### src/rtl/btc_nonce_dispatcher.sv
// Multi-core nonce scheduler: carves the 32-bit nonce space into 2^CHUNK_W chunks,
// feeds them to idle hash cores and merges their find/done events into one result.
module btc_nonce_dispatcher #(
    parameter int NUM_CORES = 4,
    parameter int ID_W      = 2,
    parameter int CHUNK_W   = 24
) (
    input  logic                      clk,
    input  logic                      arst_n,
    input  logic                      start,
    input  logic                      abort,
    input  logic                      oneshot,
    input  logic                      use_nonce_in,
    input  logic [31:0]               nonce_in,
    output logic [NUM_CORES-1:0]      core_start,
    output logic [NUM_CORES-1:0]      core_abort,
    output logic [NUM_CORES*32-1:0]   core_nonce_base,
    input  logic [NUM_CORES-1:0]      core_done,
    input  logic [NUM_CORES-1:0]      core_found,
    input  logic [NUM_CORES*32-1:0]   core_nonce,
    output logic                      busy,
    output logic                      done,
    output logic                      nonce_found,
    output logic [31:0]               nonce_out,
    output logic [ID_W-1:0]           found_core,
    output logic [7:0]                found_count
);

    localparam logic [1:0] S_IDLE  = 2'd0;
    localparam logic [1:0] S_RUN   = 2'd1;
    localparam logic [1:0] S_DRAIN = 2'd2;

    localparam int LEFT_W = 33 - CHUNK_W;
    localparam logic [LEFT_W-1:0] TOTAL_CHUNKS = {1'b1, {(LEFT_W-1){1'b0}}};
    localparam logic [LEFT_W-1:0] LEFT_ONE     = {{(LEFT_W-1){1'b0}}, 1'b1};
    localparam logic [31:0]       CHUNK_STEP   = 32'd1 << CHUNK_W;
    localparam logic [31:0]       ALIGN_MASK   = ~(CHUNK_STEP - 32'd1);

    logic [1:0]             r_state;
    logic                   r_oneshot;
    logic [NUM_CORES-1:0]   r_core_busy;
    logic [31:0]            r_next_base;
    logic [LEFT_W-1:0]      r_chunks_left;
    logic [31:0]            r_base [NUM_CORES];
    logic [NUM_CORES-1:0]   r_core_start;
    logic [NUM_CORES-1:0]   r_core_abort;
    logic                   r_busy;
    logic                   r_done;
    logic                   r_nonce_found;
    logic [31:0]            r_nonce_out;
    logic [ID_W-1:0]        r_found_core;
    logic [7:0]             r_found_count;

    logic [31:0]            w_core_nonce [NUM_CORES];
    logic [NUM_CORES-1:0]   w_found_v;
    logic [NUM_CORES-1:0]   w_done_v;
    logic [NUM_CORES-1:0]   w_busy_after;
    logic [NUM_CORES-1:0]   w_idle;
    logic [NUM_CORES-1:0]   w_disp_oh;
    logic [ID_W-1:0]        w_disp_idx;
    logic [ID_W-1:0]        w_win_idx;
    logic [8:0]             w_find_pop;
    logic [8:0]             w_count_sum;
    logic [7:0]             w_count_sat;
    logic                   w_can_dispatch;
    logic                   w_oneshot_hit;

    genvar gi;
    generate
        for (gi = 0; gi < NUM_CORES; gi++) begin : g_slices
            assign w_core_nonce[gi]             = core_nonce[32*gi +: 32];
            assign core_nonce_base[32*gi +: 32] = r_base[gi];
        end
    endgenerate

    // Events from cores we never started (or already retired) are dropped here.
    assign w_found_v    = core_found & r_core_busy;
    assign w_done_v     = core_done & r_core_busy;
    assign w_busy_after = r_core_busy & ~w_done_v;
    assign w_idle       = ~r_core_busy;

    always_comb begin
        w_disp_idx = '0;
        w_disp_oh  = '0;
        w_win_idx  = '0;
        w_find_pop = '0;
        for (int i = NUM_CORES - 1; i >= 0; i--) begin
            if (w_idle[i]) begin
                w_disp_idx   = ID_W'(i);
                w_disp_oh    = '0;
                w_disp_oh[i] = 1'b1;
            end
            if (w_found_v[i]) begin
                w_win_idx = ID_W'(i);
            end
            w_find_pop = w_find_pop + {8'd0, w_found_v[i]};
        end
    end

    assign w_count_sum    = {1'b0, r_found_count} + w_find_pop;
    assign w_count_sat    = w_count_sum[8] ? 8'hFF : w_count_sum[7:0];
    assign w_can_dispatch = (r_state == S_RUN) && (r_chunks_left != '0) && (|w_idle);
    assign w_oneshot_hit  = r_oneshot && (|w_found_v);

    always_ff @(posedge clk or negedge arst_n) begin
        if (!arst_n) begin
            r_state       <= S_IDLE;
            r_oneshot     <= 1'b0;
            r_core_busy   <= '0;
            r_next_base   <= '0;
            r_chunks_left <= '0;
            r_core_start  <= '0;
            r_core_abort  <= '0;
            r_busy        <= 1'b0;
            r_done        <= 1'b0;
            r_nonce_found <= 1'b0;
            r_nonce_out   <= '0;
            r_found_core  <= '0;
            r_found_count <= '0;
            for (int i = 0; i < NUM_CORES; i++) begin
                r_base[i] <= '0;
            end
        end else begin
            r_core_start <= '0;
            r_core_abort <= '0;
            r_done       <= 1'b0;
            if (r_state == S_IDLE) begin
                if (start) begin
                    r_state       <= S_RUN;
                    r_busy        <= 1'b1;
                    r_oneshot     <= oneshot;
                    r_next_base   <= use_nonce_in ? (nonce_in & ALIGN_MASK) : 32'd0;
                    r_chunks_left <= TOTAL_CHUNKS;
                    r_nonce_found <= 1'b0;
                    r_nonce_out   <= '0;
                    r_found_core  <= '0;
                    r_found_count <= '0;
                end
            end else if (abort) begin
                // Abort outranks any find arriving in the same cycle; results are kept.
                r_core_abort <= r_core_busy;
                r_core_busy  <= '0;
                r_state      <= S_IDLE;
                r_busy       <= 1'b0;
            end else begin
                if (|w_found_v) begin
                    r_nonce_found <= 1'b1;
                    r_nonce_out   <= w_core_nonce[w_win_idx];
                    r_found_core  <= w_win_idx;
                    r_found_count <= w_count_sat;
                end
                if (w_oneshot_hit) begin
                    r_core_abort <= w_busy_after;
                    r_core_busy  <= '0;
                    r_done       <= 1'b1;
                    r_state      <= S_IDLE;
                    r_busy       <= 1'b0;
                end else if (r_state == S_DRAIN) begin
                    r_core_busy <= w_busy_after;
                    if (w_busy_after == '0) begin
                        r_done  <= 1'b1;
                        r_state <= S_IDLE;
                        r_busy  <= 1'b0;
                    end
                end else if (w_can_dispatch) begin
                    // A core retiring this cycle is still marked busy, so it waits one cycle.
                    r_core_busy           <= w_busy_after | w_disp_oh;
                    r_core_start          <= w_disp_oh;
                    r_base[w_disp_idx]    <= r_next_base;
                    r_next_base           <= r_next_base + CHUNK_STEP;
                    r_chunks_left         <= r_chunks_left - LEFT_ONE;
                    if (r_chunks_left == LEFT_ONE) begin
                        r_state <= S_DRAIN;
                    end
                end else begin
                    r_core_busy <= w_busy_after;
                end
            end
        end
    end

    assign core_start  = r_core_start;
    assign core_abort  = r_core_abort;
    assign busy        = r_busy;
    assign done        = r_done;
    assign nonce_found = r_nonce_found;
    assign nonce_out   = r_nonce_out;
    assign found_core  = r_found_core;
    assign found_count = r_found_count;

endmodule

### config.mk
export PLATFORM = sky130hd
export DESIGN_NAME = btc_nonce_dispatcher
export DESIGN_NICKNAME = d
export VERILOG_FILES = /design/src/rtl/btc_nonce_dispatcher.sv
export SDC_FILE = /design/constraint.sdc
export NUM_CORES = 1
export LEC_CHECK = 0
export ABC_AREA = 1
export CAP_MARGIN = 30
export CORE_ASPECT_RATIO = 1.1
export CORE_MARGIN = 4
export CORE_UTILIZATION = 41
export CTS_CLUSTER_SIZE = 8
export DETAILED_ROUTE_END_ITERATION = 8
export HOLD_SLACK_MARGIN = 0.03
export PLACE_DENSITY = 0.82
export SETUP_SLACK_MARGIN = 0.15
export SLEW_MARGIN = 5
export SYNTH_ARGS = -nofsm -noshare
export SYNTH_HDL_FRONTEND = slang
export SYNTH_SLANG_ARGS = --single-unit
### constraint.sdc
create_clock -name clk -period 4.06 [get_ports clk]
set_clock_uncertainty 0.15 [all_clocks]
set_input_delay 0.406 -clock clk [delete_from_list [all_inputs] [get_ports clk]]
set_output_delay 0.406 -clock clk [all_outputs]
set_load 0.01 [all_outputs]
# After elaboration in Yosys (flattened, before gate mapping)
# Cells that the tools add are included.
# word_totals
reg_bits,229
mem_count,0
out_inout_bits,181
rom_bits,0
mem_bits_rw,0
inputBits,174
word_cells,146
latchBits,0
# op_classes
n_reduce_logical,21
n_eq_ne,8
mux,79
order_cmp,3
addsub,6
shifts,0
multipliers,0
div,0
n_bitwise,12
# op_table
operator,n
2-to-1 mux 32 bit,14
bitwise mux 128 bit,1
binary-select mux 32 bit (select 2 bit),1
demux 32 bit (select 2 bit),1
2-to-1 mux 4 bit,16
2-to-1 mux 9 bit,6
2-to-1 mux 2 bit,20
2-to-1 mux 8 bit,5
adder 32 x 25 -> 32 bit (second input constant),1
2-to-1 mux 1 bit,15
bitwise AND 4 bit,3
AND reduction 5 bit,2
nonzero test 5 bit,2
adder 8 x 4 -> 9 bit,1
equality test 9 x 1 -> 1 bit (second input constant),1
nonzero test 9 bit,1
subtractor 9 x 1 -> 9 bit (second input constant),1
inverter 4 bit,2
nonzero test 4 bit,2
OR reduction 4 bit,2
greater-or-equal comparator 3 bit (second input constant),2
inverter 2 -> 3 bit,2
AND reduction 3 bit,2
!= test 5 x 4 -> 1 bit (second input constant),1
16 further kinds,25

# Longest topological paths before layout
# Gate-level depths: netlist of run 1.
# depth
word_depth,12
ltp_mapped,16
mapped_depth_nobuf,14

# Worst setup path after synthesis of run 1
# No wires, ideal clock.
# synth_path
kind,input to register
start,input port core_found[0]
end,register r_found_count[4] (netlist: found_count[4])
arrival_ps,2739
t_required_ps,3827
stages,16
n_path_buf,2
setup_slack_ps,1088
setup_ps,83
path_cell_list,nand2_2 > buf_2 > buf_1 > xor2_1 > inv_1 > ha_1 > inv_1 > fa_1 > inv_1 > fa_1 > nand3_1 > nor2_1 > nand4_1 > o21ai_0 > nand2_1 > o21ai_0
# synth_between
elab_chain_len,7
word_cells_on_any_way,10
classes_between,2 x add/sub; 4 x mux; 1 x bitwise; 3 x reduce/logical
# synth_lines
element,line_no,text
start: declaration,19,"input logic [NUM_CORES-1:0] core_found,"
bitwise AND 4 bit (*),77,assign w_found_v = core_found & r_core_busy;
adder 3 x 1 -> 4 bit,96,"w_find_pop = w_find_pop + {8'd0, w_found_v[i]};"
adder 8 x 4 -> 9 bit,100,"assign w_count_sum = {1'b0, r_found_count} + w_find_pop;"
2-to-1 mux 8 bit,101,assign w_count_sat = w_count_sum[8] ? 8'hFF : w_count_sum[7:0];
2-to-1 mux 8 bit,146,if (|w_found_v) begin
2-to-1 mux 8 bit,139,end else if (abort) begin
2-to-1 mux 8 bit,127,if (r_state == S_IDLE) begin
end signal: assignment,150,r_found_count <= w_count_sat;
end: declaration,52,logic [7:0] r_found_count;
# Every way passes the cells marked *; elsewhere a longest branch is shown, timed or not. The select of a mux whose other input is x is not followed.
# A chain may end at the register's enable or synchronous reset.

# Final worst setup path of run 1
# layout_path
start,input port core_found[0]
end,register r_found_count[2] (netlist: found_count[2])
# The elaborated chain is that of the path after synthesis.

==> results.cfg, run 1 <==
[status]
status = complete, no violations

[synthesis]
ys_types = 36
synth-compound-area-share = 0.0417
synth-simple-area-share = 0.373
ys_seq_elements = 109
yosysSeqAreaShare = 0.395
yosys_warnings = 0
synth_top_family_by_area = simple AND/OR/NAND/NOR gates
yosysTopAreaCellShare = 0.395
yosys.area.top_type = dfrtp_1
syn_area_um2 = 6900
synth_area_per_cell_um2 = 7.18
synth.area.top_cells = dfrtp_1 40%, nand2_1 18%, nand3_1 14%
synth_fa_ha_area_frac = 0.0167
synth.area.mux_share = 0
synth-xor-area-share = 0.00508
synthCells = 961

[power_and_ir_drop]
cellPowerDensity_nw_per_um2 = 407
p_total_mw = 3.79
ir_drop_v = 0.000338
power_leakage_nw = 4.66

[sta]
fmax_mhz = 332
finalSetupTns_ns = 0
finalCritPeriodShare = 0.741
slew_violations = 0
rsz0062_at_grt = no
worst_pin_slew_ns = 0.820
relSlewSlack = 0.451
final_hold_viol_count = 0
setup_viol = 0
fin_crit_ns = 3.01

[worst_setup_path]
crit_slowest_cell = clkdlybuf4s50_1
cp_data_required_time_ns = 4.17
cp-end-kind = register
cp-start-kind = input pin
path_common_cell = inv_1
slowest_delay_ns = 0.48
path_class = in -> reg
crit_path_cell_trace = clkdlybuf4s50_1 -> nand2_2 -> xor2_1 -> inv_1 -> ha_1 -> inv_1 -> fa_1 -> inv_1 -> fa_1 -> nand3_1 -> nor2_1 -> nand4_1 -> nand3_1 -> nand2_1 -> o21ai_0
critPathMaxFanout = 6
worstPathArrival_ns = 3.11

[final_layout]
fin_nets = 1352
seq_area_um2 = 2730
layout_common_cells = 334 x nand2_1, 233 x clkdlybuf4s50_1, 189 x nand3_1, 109 x dfrtp_1, 96 x conb_1
design_area_um2 = 9310
area_delta_synth_final_pct = 35.0
mostFrequentLayoutCell = nand2_1
drive_above_1_share = 0.0503
multi_input_area_um2 = 3380
fillCellCount = 1540
insertedDiodeCount = 0

[global_route]
grt_max_degree = 72
grt_usage = 0.223
antenna_found_initial = 0
grt_overflow = 0
grt_pass1_vias = 6440
grt_pass1_wl_mm = 34.2

[route]
drcViolationCount = 0
via_per_inst = 4.95
num_vias = 6818
firstDrtPassIters = 5
wire_per_inst_um = 15.9
totalWireLength_mm = 21.9
drt_iter0_markers = 371
ant_nets = 0

[cts]
cts_max_level = 3
post-cts-setup-buffers = 0
cts_buffer_depth = 2
ctsResizeCount = 0
cts.root.buffer_cell = clkbuf_16
ctsHoldBuffers = 0
cts_buffers = 9
clk_latency_ns = 0.35
clk_pin_slew_worst_paths_ns = 0.07
tritoncts = built
cts_sinks = 109

[floorplanning]
die-area_um2 = 19000
rows = 49
start_util = 0.420
ioPinCount = 355
die_w_um = 132
core_area_um2 = 16400
die_h_um = 144

[place]
port_buffers = 234
gp_congestion = 0.846
dpl_cell_area_um2 = 9000
hpwl_mm = 16.3

[run]
drv_cap = 0

[hold_path]
hold_class = in -> async
-- power breakdown --
group | switching (mW) | internal (mW) | total [mW]
Combinational | 0.806 | 0.605 | 1.41
Clock | 0.431 | 0.425 | 0.856
Sequential | 0.233 | 1.29 | 1.52
Total | 1.47 | 2.32 | 3.79
-- final timing paths --
check / from / end / slack, ns / depth (start not counted)
max in group asynchronous: arst_n / core_nonce_base[125] / 2.44 / 4
setup reg to reg: r_core_busy[0] / found_count[2] / 1.12 / 14
setup / recovery: core_found[0] / found_count[2] / 1.05 / 15
hold / removal: arst_n / nonce_out[1] / 0.27 / 2
hold reg to reg: nonce_out[16] / nonce_out[16] / 0.33 / 2
min in group clk: nonce_out[16] / nonce_out[16] / 0.33 / 2
-- metrics by stage --
step / setup WS, ns / utilization / std cells / hold WS (ns)
4_1_cts: 1.09 / 0.565 / 1376 / 0.0723
6_report: 1.05 / 0.567 / 1378 / 0.270
3_3_place_gp: 0.837 / 0.546 / 1360 / 0.308
3_5_place_dp: 0.723 / 0.548 / 1361 / 0.311
5_1_grt: 0.934 / 0.567 / 1378 / 0.274
2_1_floorplan: 1.09 / - / 1056 / -0.0396
-- worst max-delay path: cells and delay by family --
kind | cells | cell delay [ns]
AO/OA/AOI/OAI | 1 | 0.10
XOR/XNOR | 1 | 0.14
buffers and inverters | 4 | 0.67
adder cells (fa/ha/maj) | 3 | 0.87
AND/OR/NAND/NOR | 6 | 0.90
-- sequential cells by signal, indices dropped and copies added (netlist names) --
register         flops
r_chunks_left        9
r_oneshot            1
found_core           2
r_state              2
busy                 1
nonce_found          1
r_core_busy          4
core_abort           4
core_nonce_base     32
r_next_base          8
core_start           4
found_count          8
nonce_out           32
done                 1
-- cell usage after synthesis --
master / number
dfrtp_1: 109
nand2_2: 7
a21oi_1: 4
xnor2_1: 1
o21ai_1: 7
and2_1: 1
nand3_2: 2
a21oi_2: 1
inv_1: 51
o21ai_2: 1
nor2_4: 5
clkbuf_1: 15
o22ai_1: 1
nand4_1: 8
or2_2: 3
inv_2: 6
buf_2: 17
conb_1: 1
nand3_1: 189
fa_1: 2
buf_6: 3
o21ai_0: 33
xor2_1: 3
nand2_1: 336
buf_4: 98
nor3_1: 5
a22oi_1: 1
nor2_2: 5
nor2_1: 21
a31oi_1: 1
buf_1: 8
nor3_2: 1
ha_1: 6
o21bai_1: 4
clkbuf_2: 1
nor4_1: 4
-- cell families after synthesis --
family                     count (synthesis)
xor gates and xnor gates                   4
adders and majority gates                  8
buffers and inverters                    199
DFF                                      109
and+or+nand+nor                          587
other                                      1
AOI/OAI and AO/OA                         53
-- area by class of cell --
cell class,count,area share
multi-input combinational,748,0.362
sequential,109,0.293
timing repair buffer,245,0.265
tap,204,0.0274
clock buffer,9,0.0242
inverter,57,0.0230
clock inverter,6,0.00551
-- metal layers --
| metal | GRT usage | vias to the layer above | part of all wire |
|---|---|---|---|
| met5 | 0 | - | 0 |
| met4 | 0.0862 | 0 | 0.033 |
| met3 | 0.0755 | 43 | 0.094 |
| met2 | 0.368 | 292 | 0.48 |
| met1 | 0.273 | 3174 | 0.40 |
| li1 | - | 3309 | - |
No activity file was read; power rests on OpenSTA's default activity.
==> run 2, diff against run 1 <==
CORE_UTILIZATION = 37   (was 41)
PLACE_DENSITY = 0.79   (was 0.82)
clock period = 2.6 ns   (was 4.06 ns; I/O delays follow)
==> run 2 against run 1 <==
Net effect: combinational power grew 62%; first-iteration DRC count grew 17%; sequential power grew 56%; sequential cell count is the same; the run now ends with setup timing left; count of clock-buffer cells in the layout is the same; critical path type is now reg -> reg; largest power group unchanged; clock power grew 75%.
==> results.cfg, run 2 (same netlist as run 1, synthesis figures left out) <==
[cts]
cts_sinks = 109
cts_buffer_depth = 2
clk_latency_ns = 0.35
tritoncts = built
clk_pin_slew_worst_paths_ns = 0.07
cts_buffers = 9
cts_max_level = 3
cts.root.buffer_cell = clkbuf_16

[sta]
setup_viol = 4
slew_violations = 0
relSlewSlack = 0.535
worst_slack_ns = -0.0355
final_hold_viol_count = 0
finalCritPeriodShare = 1.01
worst_pin_slew_ns = 0.697
rsz0062_at_grt = yes
fmax_mhz = 379
fin_crit_ns = 2.64

[floorplanning]
core_area_um2 = 18300
start_util = 0.376
die-area_um2 = 20900
ioPinCount = 355
die_w_um = 138
die_h_um = 151
rows = 52

[route]
num_vias = 6805
ant_nets = 0
drt_iter0_markers = 433
totalWireLength_mm = 22.3
wire_per_inst_um = 15.6
firstDrtPassIters = 7
via_per_inst = 4.75
drcViolationCount = 0

[final_layout]
mostFrequentLayoutCell = nand2_1
insertedDiodeCount = 0
fin_nets = 1367
drive_above_1_share = 0.0690
area_delta_synth_final_pct = 38.9
layout_common_cells = 334 x nand2_1, 233 x clkdlybuf4s50_1, 188 x nand3_1, 109 x dfrtp_1, 96 x conb_1

[global_route]
grt_max_degree = 66
grt_pass1_wl_mm = 34.8
antenna_found_initial = 0
grt_pass1_vias = 6462
grt_usage = 0.206
grt_overflow = 0

[place]
port_buffers = 234
hpwl_mm = 16.6
pre_cts_slack_ns = -0.337
gp_congestion = 0.870

[worst_setup_path]
slowest_delay_ns = 0.40
critPathMaxFanout = 6
cp-start-kind = register
cp-end-kind = register
path_class = reg -> reg
crit_path_cell_trace = nand2_2 -> xor2_1 -> inv_1 -> ha_4 -> inv_2 -> fa_2 -> inv_2 -> fa_2 -> nand3_4 -> nor2_4 -> nand4_1 -> o21ai_1 -> nand2_1 -> o21ai_1
crit_slowest_cell = dfrtp_1
cp_data_required_time_ns = 2.73
worstPathArrival_ns = 2.76

[power_and_ir_drop]
power_leakage_nw = 4.75
ir_drop_v = 0.000517
cellPowerDensity_nw_per_um2 = 642
p_total_mw = 6.15

[run]
drv_cap = 0

[hold_path]
hold_class = in -> async

[status]
status = finished with violations
failed_checks = setup timing
-- run 2: changes by cell type in the layout (fill, tap and decap cells not counted), moves of 2 or more --
cell,previous run,this run
o21ai_0,33,29
inv_1,51,49
fa_2,0,2
inv_2,6,8
bufinv_16,0,2
inv_6,5,1
o21ai_1,7,11
buf_12,0,5
buf_16,2,0
fa_1,2,0
buf_4,9,21
-- run 2: power by group --
| part | total [mW] | leakage [nW] | switching [mW] | internal, mW |
|---|---|---|---|---|
| Sequential | 2.37 | 1.49 | 0.359 | 2.01 |
| Clock | 1.50 | 0.150 | 0.653 | 0.850 |
| Combinational | 2.28 | 3.11 | 1.27 | 1.01 |
-- run 2: routing by layer --
layer	GRT usage	part of all wire	vias to the layer above	wire, um
met3	0.0508	0.081	36	1810
met2	0.344	0.49	289	10900
li1	-	-	3345	-
met5	0	0	-	0
met1	0.258	0.40	3135	8980
met4	0.0800	0.028	0	634
-- run 2: what timing repair did --
| action | CTS | global route |
|---|---|---|
| buffers inserted | 1 | 1 |
| endpoints found under the setup margin | 7 | 8 |
| endpoints found under the hold margin | 109 | 0 |
| resized for setup | 2 | 6 |
| pin swaps | 3 | 1 |
| hold buffers | 1 | 0 |
-- run 2: worst paths after layout --
kind | start | end | slack, ns | depth (start not counted)
max | r_core_busy[0] | found_count[4] | -0.04 | 14
min | arst_n | nonce_out[24] | 0.12 | 2
max reg2reg | r_core_busy[0] | found_count[4] | -0.04 | 14
min reg2reg | core_nonce_base[62] | core_nonce_base[62] | 0.32 | 2
max in group asynchronous | arst_n | core_nonce_base[95] | 1.40 | 3
min in group clk | core_nonce_base[62] | core_nonce_base[62] | 0.32 | 2
-- run 2: stage by stage --
step	utilization	TNS (ns)	cell area (um^2)	hold slack (ns)	cells
after floorplan	-	-0.551	7280	-0.186	1056
after global placement	0.502	-1.85	9210	-0.0729	1414
after detailed placement	0.502	-2.31	9210	-0.0701	1414
after CTS	0.520	0	9550	0.111	1431
after global routing	0.522	-0.776	9580	0.124	1432
final	0.522	-0.0489	9580	0.124	1432
-- run 2: critical path: cells and delay by family, from the launching register on --
kind / cells / cell delay [ns]
flops: 1 / 0.40
buf+inv: 3 / 0.19
simple gates: 5 / 0.57
compound gates: 2 / 0.25
xor+xnor: 1 / 0.16
fa+ha+maj: 3 / 0.84
-- run 2: area by class of cell --
cell class | instances | area, um^2
fillers | 1755 | 8760
multi-input cells | 748 | 3420
clock buffers | 9 | 225
clock inverters | 6 | 95.1
inverters | 57 | 214
well taps | 243 | 304
flip-flops and latches | 109 | 2730
repair buffers | 260 | 2600
==> run 3, diff against run 2 <==
CORE_MARGIN = default   (was 4)
PLACE_DENSITY = 0.88   (was 0.79)
==> run 3 against run 2 <==
Net effect: the flow now finishes without violations; worst setup slack gained 0.11 ns; highest routed layer unchanged; die area shrank 8.1%; non-clock buffer count shrank 1; clock power grew 4%.
==> results.cfg, run 3 (same netlist as run 1, synthesis figures left out) <==
[cts]
clk_pin_slew_worst_paths_ns = 0.07
cts.root.buffer_cell = clkbuf_16
cts_buffer_depth = 2
cts_buffers = 9
cts_max_level = 3
tritoncts = built
cts_sinks = 109
clk_latency_ns = 0.35

[final_layout]
fin_nets = 1367
fin_util = 0.526
design_area_um2 = 9660
mostFrequentLayoutCell = nand2_1
area_delta_synth_final_pct = 39.9
seq_area_um2 = 2730
drive_above_1_share = 0.0731
layout_common_cells = 333 x nand2_1, 233 x clkdlybuf4s50_1, 187 x nand3_1, 109 x dfrtp_1, 96 x conb_1
insertedDiodeCount = 0
fillCellCount = 1684
multi_input_area_um2 = 3450

[sta]
final_hold_viol_count = 0
relSlewSlack = 0.546
worst_pin_slew_ns = 0.679
fin_crit_ns = 2.52
slew_violations = 0
finalCritPeriodShare = 0.971
rsz0062_at_grt = yes
fmax_mhz = 396
setup_viol = 0

[floorplanning]
start_util = 0.376
die_w_um = 132
die-area_um2 = 19200
rows = 52
core_area_um2 = 18300
ioPinCount = 355
die_h_um = 145

[power_and_ir_drop]
p_total_mw = 6.24
cellPowerDensity_nw_per_um2 = 646
power_leakage_nw = 4.79
ir_drop_v = 0.000618

[worst_setup_path]
cp-start-kind = register
worstReg2RegStart = r_core_busy[0]
path_class = reg -> reg
r2r_cells = 15
cp-end-kind = register
r2r_setup_slack_ns = 0.08
critPathMaxFanout = 6
cp_data_required_time_ns = 2.72
worstPathArrival_ns = 2.65
worst_r2r_endpoint = found_count[0]

[route]
topRoutingLayerUsed = met4
totalWireLength_mm = 21.7
ant_nets = 0
num_vias = 6952
drcViolationCount = 0
wl_met1_mm = 8.69
firstDrtPassIters = 5
wire_per_inst_um = 15.1
met2_length_mm = 10.8
via_per_inst = 4.85
dr_wl_met3_mm = 1.59
drt_iter0_markers = 485

[hold_path]
worstHoldPathCells = 2
holdCritStartpoint = nonce_out[13]
min_to = nonce_out[13]
hold_class = reg -> reg

[run]
drv_cap = 0

[global_route]
grt_pass1_wl_mm = 34.1
grt_overflow = 0
antenna_found_initial = 0
grt_usage = 0.224
grt_pass1_vias = 6698
grt_max_degree = 110

[place]
gp_congestion = 0.894
port_buffers = 234
dpl_cell_area_um2 = 9170
hpwl_mm = 15.3

[status]
status = complete, no violations
==> run 3: cell types whose count changed in the layout (fill, tap and decap cells not counted), moves of 2 or more <==
| cell | previous run | this run |
|---|---|---|
| buf_12 | 5 | 7 |
| clkinvlp_4 | 2 | 0 |
| buf_4 | 21 | 17 |
| o21ai_0 | 29 | 27 |
| o21ai_2 | 1 | 3 |
| inv_8 | 1 | 3 |
==> run 3: metal layers <==
metal | global-route usage | vias to the layer above
li1 | - | 3349
met1 | 0.268 | 3255
met2 | 0.388 | 311
met3 | 0.0479 | 37
met4 | 0.0897 | 0
met5 | 0 | -
==> run 3: layout make-up <==
class	instances	share of cell area
Sequential cell	109	0.282
Clock buffer	9	0.0233
Timing Repair Buffer	259	0.271
Inverter	57	0.0222
Clock inverter	7	0.0115
Multi-Input combinational cell	749	0.358
Tap cell	243	0.0315
==> run 3: worst max-delay path: stages (launching register included) <==
cell     delay [ns]
dfrtp_1        0.39
nand2_2        0.09
xor2_1         0.16
inv_1          0.09
ha_4           0.27
inv_2          0.03
fa_2           0.34
inv_2          0.08
fa_2           0.23
nand3_4        0.08
nor2_4         0.10
nand4_1        0.10
buf_6          0.16
nand2_1        0.06
nand2_1        0.07
o21ai_2        0.07
==> run 3: power breakdown <==
group | total, mW | leakage, nW | switching (mW) | internal [mW]
clock network | 1.56 | 0.166 | 0.684 | 0.871
logic | 2.30 | 3.14 | 1.28 | 1.02
registers | 2.38 | 1.49 | 0.368 | 2.01
==> run 3: metrics by stage <==
stage          cells  TNS (ns)  setup slack (ns)  hold slack [ns]
3_5_place_dp    1407    -15.67            -0.369            0.232
4_1_cts         1428         0            0.0200            0.337
5_1_grt         1433    -0.175           -0.0429            0.354
2_1_floorplan   1056    -0.551           -0.0991           -0.186
3_3_place_gp    1407    -11.08            -0.318            0.236
6_report        1433         0            0.0759            0.336
==> run 3: repair_timing <==
action	in CTS	in global routing
endpoints found under the hold margin	109	0
hold buffers	1	0
gates resized for setup	5	15
endpoints found under the setup margin	49	51
pin swaps	4	2
buffers inserted	4	4
cloned	0	1
==> run 3: worst max-delay path by stage <==
stage                         startpoint              to  slack [ns]
final                     r_core_busy[0]  found_count[0]        0.08
after global placement     core_found[0]  found_count[0]       -0.32
after global routing      r_core_busy[0]  found_count[0]       -0.04
after detailed placement   core_found[0]  found_count[0]       -0.37
after floorplan           r_core_busy[0]  found_count[4]        -0.1
after CTS                 r_core_busy[0]  found_count[2]        0.02
